--- config.mk ---
export PLATFORM = sky130hd
export DESIGN_NAME = branch_target_buffer
export DESIGN_NICKNAME = d
export VERILOG_FILES = /design/src/rtl/branch_target_buffer.sv
export SDC_FILE = /design/constraint.sdc
export NUM_CORES = 2
export LEC_CHECK = 0
export ABC_AREA = 1
export BUFFER_PORTS_ARGS = -buffer_cell sky130_fd_sc_hd__buf_2
export CAP_MARGIN = 20
export CORE_ASPECT_RATIO = 1.5
export CORE_MARGIN = 8
export CORE_UTILIZATION = 55
export DETAILED_ROUTE_END_ITERATION = 16
export HOLD_SLACK_MARGIN = 0.03
export PLACE_DENSITY = 0.82
export SYNTH_ARGS = -nofsm -noshare
export SYNTH_HDL_FRONTEND = slang
export SYNTH_SLANG_ARGS = --single-unit
--- constraint.sdc ---
create_clock -name clock -period 9.5 [get_ports clock]
set_clock_uncertainty 0.1 [all_clocks]
set_input_delay 2.375 -clock clock [delete_from_list [all_inputs] [get_ports clock]]
set_output_delay 2.375 -clock clock [all_outputs]
set_load 0.05 [all_outputs]
--- src/rtl/branch_target_buffer.sv ---
// Direct-mapped branch target buffer with a 1-bit prediction per entry.
// Answers IF-stage lookups combinationally and carries the answer into ID.
module branch_target_buffer #(
  parameter int unsigned ENTRIES = 16
) (
  input  logic        clock,
  input  logic        reset_n,
  input  logic [31:0] pc_if,
  input  logic        stall,
  input  logic        flush,
  input  logic        Wrt,
  input  logic        Wrp,
  input  logic        equal,
  input  logic [31:0] branch_target,
  output logic [1:0]  Hp,
  output logic [31:0] pred_target,
  output logic [1:0]  Hpd,
  output logic [31:0] pc_id,
  output logic [15:0] flush_count
);

  localparam int unsigned IDX  = $clog2(ENTRIES);
  localparam int unsigned TAGW = 32 - IDX - 2;

  logic [ENTRIES-1:0] r_valid;
  logic [ENTRIES-1:0] r_pred;
  logic [TAGW-1:0]    r_tag    [ENTRIES];
  logic [31:0]        r_target [ENTRIES];

  logic [1:0]  r_hpd;
  logic [31:0] r_pc_id;
  logic [15:0] r_flush_cnt;

  logic [IDX-1:0]  w_if_idx;
  logic [TAGW-1:0] w_if_tag;
  logic [IDX-1:0]  w_id_idx;
  logic [TAGW-1:0] w_id_tag;
  logic            w_hit;
  logic            w_take;
  logic            w_id_match;

  assign w_if_idx = pc_if[IDX+1:2];
  assign w_if_tag = pc_if[31:IDX+2];
  assign w_id_idx = r_pc_id[IDX+1:2];
  assign w_id_tag = r_pc_id[31:IDX+2];

  // Lookup: no bypass of same-edge writes, so reads see only committed state.
  assign w_hit       = r_valid[w_if_idx] && (r_tag[w_if_idx] == w_if_tag);
  assign w_take      = w_hit && r_pred[w_if_idx];
  assign Hp          = {w_hit, w_take};
  assign pred_target = w_take ? r_target[w_if_idx] : pc_if + 32'd4;

  // Prediction rewrite is dropped if an aliasing branch has evicted the entry.
  assign w_id_match = r_valid[w_id_idx] && (r_tag[w_id_idx] == w_id_tag);

  always_ff @(posedge clock or negedge reset_n) begin
    if (!reset_n) begin
      r_valid  <= '0;
      r_pred   <= '0;
      r_tag    <= '{default: '0};
      r_target <= '{default: '0};
    end else if (Wrt) begin
      r_valid[w_id_idx]  <= 1'b1;
      r_pred[w_id_idx]   <= equal;
      r_tag[w_id_idx]    <= w_id_tag;
      r_target[w_id_idx] <= branch_target;
    end else if (Wrp && w_id_match) begin
      r_pred[w_id_idx] <= equal;
    end
  end

  // IF/ID pipeline copy: flush beats stall.
  always_ff @(posedge clock or negedge reset_n) begin
    if (!reset_n) begin
      r_hpd   <= 2'b00;
      r_pc_id <= 32'd0;
    end else if (flush) begin
      r_hpd   <= 2'b00;
      r_pc_id <= 32'd0;
    end else if (!stall) begin
      r_hpd   <= Hp;
      r_pc_id <= pc_if;
    end
  end

  always_ff @(posedge clock or negedge reset_n) begin
    if (!reset_n) begin
      r_flush_cnt <= 16'd0;
    end else if (flush && (r_flush_cnt != 16'hFFFF)) begin
      r_flush_cnt <= r_flush_cnt + 16'd1;
    end
  end

  assign Hpd         = r_hpd;
  assign pc_id       = r_pc_id;
  assign flush_count = r_flush_cnt;

endmodule

==> run metrics <==
relative max-transition margin 25.6%; crit path launch type input port; Setup TNS 0 ns; io pins 155; status complete, no violations; Clock transition at path regs 0.07 ns; CTS Root Cell clkbuf_16; most used cell, CP nand2_1; max frequency 0.111 GHz; Synth Register Bits 1,010; Placed Instance Area 0.0522 sq mm; Vias 49,332; Synth Instances 6,919; RSZ-0062 raised after global routing no; first-pass GRT wire length 270,000 microns; Setup CP Type in2out; full die area 0.103 sq mm; row count 137; Core ar. 0.0926 sq mm; RR Startpoint pc_id[2]$_DFFE_PN0P_; Die H 390 microns; RR Endpoint r_pred[5]$_DFFE_PN0P_; routability cong. 1.01; post-synth top area share 49.4%; leakage power 26.4 nW; sequential cell area 0.0253 sq mm; Final Critical Period 9.02 ns; DRC viols 0; Worst Path Max Fanout 52; H-Tree Depth 3; most area-consuming cells after synthesis dfrtp_1 49%, nand2_1 18%, o21ai_0 14%, nor2_1 3.7%, clkbuf_1 2.7%; DPL Wire Length 104,000 microns; worst endpoint required time 7.03 ns; vias per cell 6.19; Resize count post-CTS 0; worst slew pin tran 1.12 ns; Synth area leader dfrtp_1; crit path DAT 6.54 ns; crit-path max cell delay 0.57 ns; PortBufs 154; total wire length 176,000 microns; final setup fails 0; critical path's slowest cell buf_4; area of the multi-input gates 0.0225 sq mm; maxcap violations 0; Synth Flop Type dfrtp_1; Synthesis Warnings 0; Slew Limit Fails 0; number of detailed-route iterations in the first pass 7; DIE WIDTH 265 microns; drt wl/cell 22.1 microns; clk_lat worst skew 0.69 ns; vias in the first global route 46,577; CTS tree done; initial antenna violation count 7; layout cells sized above 1 6.38%; filler instances 8,161; Synth async-reset ratio 100%; Critical path origin pc_if[3]; Post-synth EDFFs 0; Max VDD drop 0.182 mV; CP endpoint kind primary output; Hold Crit Class reg2reg; critical path endpoint pred_target[28]; largest net degree at the start of global routing 195; Post-CTS Setup Bufs 0; starting density of the core 55.3%; Tcrit/Tclk final 94.9%; CTS Hold Bufs 0; Netlist Area Pre-Place 0.0512 sq mm; total clock sinks 1,010; total CTS buffers 96; layout net count 6,783; GR Util All Layers 33.3%; r2r setup slk 4.93 ns; DR iter-0 viols 7,043; post-synthesis sequential area ratio 49.4%; Final Hold Vio Count 0; critical-path cell list clkbuf_8, buf_4, ha_1, inv_1, nor2_1, nand3_1, nor4_2, nand2_1, nor2_1, nand3_1, nor2_1, nand2_1, xor2_1, nand2_1, nand2_1, buf_2; Reg2Reg Depth 18; fin area 0.0554 sq mm; clock tree buffer depth 3; Overflow after GRT 0; area grow syn2layout 8.28%; distinct cell type count after synthesis 41; syn avg cell area 7.40 sq um; P per Cell Area 198 mW/mm^2; DRT antenna net count 0; Syn Nets 6,992
[placed cells by master (no fill, tap or decap), types with 3 or more instances in the layout]
cell type,n
a21oi_1,63
a221oi_1,11
a22oi_1,3
a31oi_1,8
buf_12,16
buf_2,147
buf_4,65
bufinv_16,10
clkbuf_1,19
clkbuf_16,96
clkbuf_8,19
clkinv_1,5
clkinv_2,25
clkinv_8,4
clkinvlp_4,3
dfrtp_1,1008
inv_1,313
inv_2,7
nand2_1,2416
nand2_4,16
nand3_1,204
nand4_1,11
nor2_1,495
nor2_4,5
nor3_1,21
o211ai_1,80
o21ai_0,1454
o21ai_1,38
o221ai_1,39
o22ai_1,112
xnor2_1,5
xor2_1,36
[worst min-delay path by stage]
stage | start | end | cells past startpoint
global placement | r_valid[4]$_DFFE_PN0P_ | r_valid[4]$_DFFE_PN0P_ | 2
finish | r_valid[4]$_DFFE_PN0P_ | r_valid[4]$_DFFE_PN0P_ | 2
detailed placement | r_valid[4]$_DFFE_PN0P_ | r_valid[4]$_DFFE_PN0P_ | 2
CTS | r_valid[4]$_DFFE_PN0P_ | r_valid[4]$_DFFE_PN0P_ | 2
global route | r_pred[3]$_DFFE_PN0P_ | r_pred[3]$_DFFE_PN0P_ | 2
floorplan | r_valid[4]$_DFFE_PN0P_ | r_valid[4]$_DFFE_PN0P_ | 2
[Yosys cell counts, types with 9 or more instances]
library cell / number
nor3_1: 21
inv_1: 316
buf_1: 35
a31oi_1: 9
nor2_1: 498
o211ai_1: 80
clkbuf_1: 367
a21oi_1: 63
nand2_1: 2432
dfrtp_1: 1010
o22ai_1: 112
nand3_1: 204
buf_4: 21
o221ai_1: 39
a221oi_1: 11
o21ai_1: 38
buf_2: 110
nand4_1: 11
o21ai_0: 1454
xor2_1: 36
[power breakdown]
group / switching, W / internal [W]
clock: 0.00171 / 0.00227
combinational: 0.00125 / 0.000547
sequential: 0.000349 / 0.00487
total: 0.00331 / 0.00769
[layout make-up]
cell class	count	share of cell area, %
diodes	2	0.00903
clock buffers	133	4.91
clock inverters	39	0.899
inverters	331	2.30
multi-input cells	5039	40.7
flip-flops and latches	1010	45.6
well taps	1181	2.67
repair buffers	232	2.92
[metal layers]
metal / GRT usage, % / vias to the layer above / part of all wire [%]
met5: 0 / - / 0.023
met4: 23.6 / 6 / 7.9
met3: 7.57 / 780 / 12
met2: 50.8 / 3246 / 44
met1: 41.8 / 23254 / 36
li1: - / 22046 / -
[registers in the layout (all words and copies together) (netlist names)]
name and cells:
r_target 512, r_tag 416, r_pred 16, r_valid 16
pc_id 32, flush_count 16, Hpd 2
[cell families after synthesis]
logic type / after synthesis / synth area share [%]
AND/OR/NAND/NOR: 3182 / 24.1
flip-flops: 1010 / 49.4
buffers and inverters: 870 / 6.90
adder cells (fa/ha/maj): 2 / 0.0489
AO/OA/AOI/OAI: 1813 / 18.8
multiplexers: 1 / 0.0220
XOR/XNOR: 41 / 0.702
[metrics by stage]
step | hold WS (ns) | std cells | util [%] | worst slack [ns] | total power [W]
3_5_place_dp | 0.355 | 7792 | 56.3 | 0.689 | 0.00703
4_1_cts | 0.370 | 7964 | 59.8 | 0.649 | 0.0110
2_1_floorplan | 0.331 | 6919 | - | 2.28 | 0.00639
6_report | 0.372 | 7967 | 59.9 | 0.483 | 0.0110
3_3_place_gp | 0.345 | 7792 | 56.3 | 0.607 | 0.00695
5_1_grt | 0.387 | 7965 | 59.9 | 0.441 | 0.0114
[critical path, delay by kind of cell]
kind	cells	cell delay, ns
buf+inv	4	1.39
xor+xnor	1	0.27
simple gates	10	2.17
fa+ha+maj	1	0.28
(Power assumes the default switching activity.)
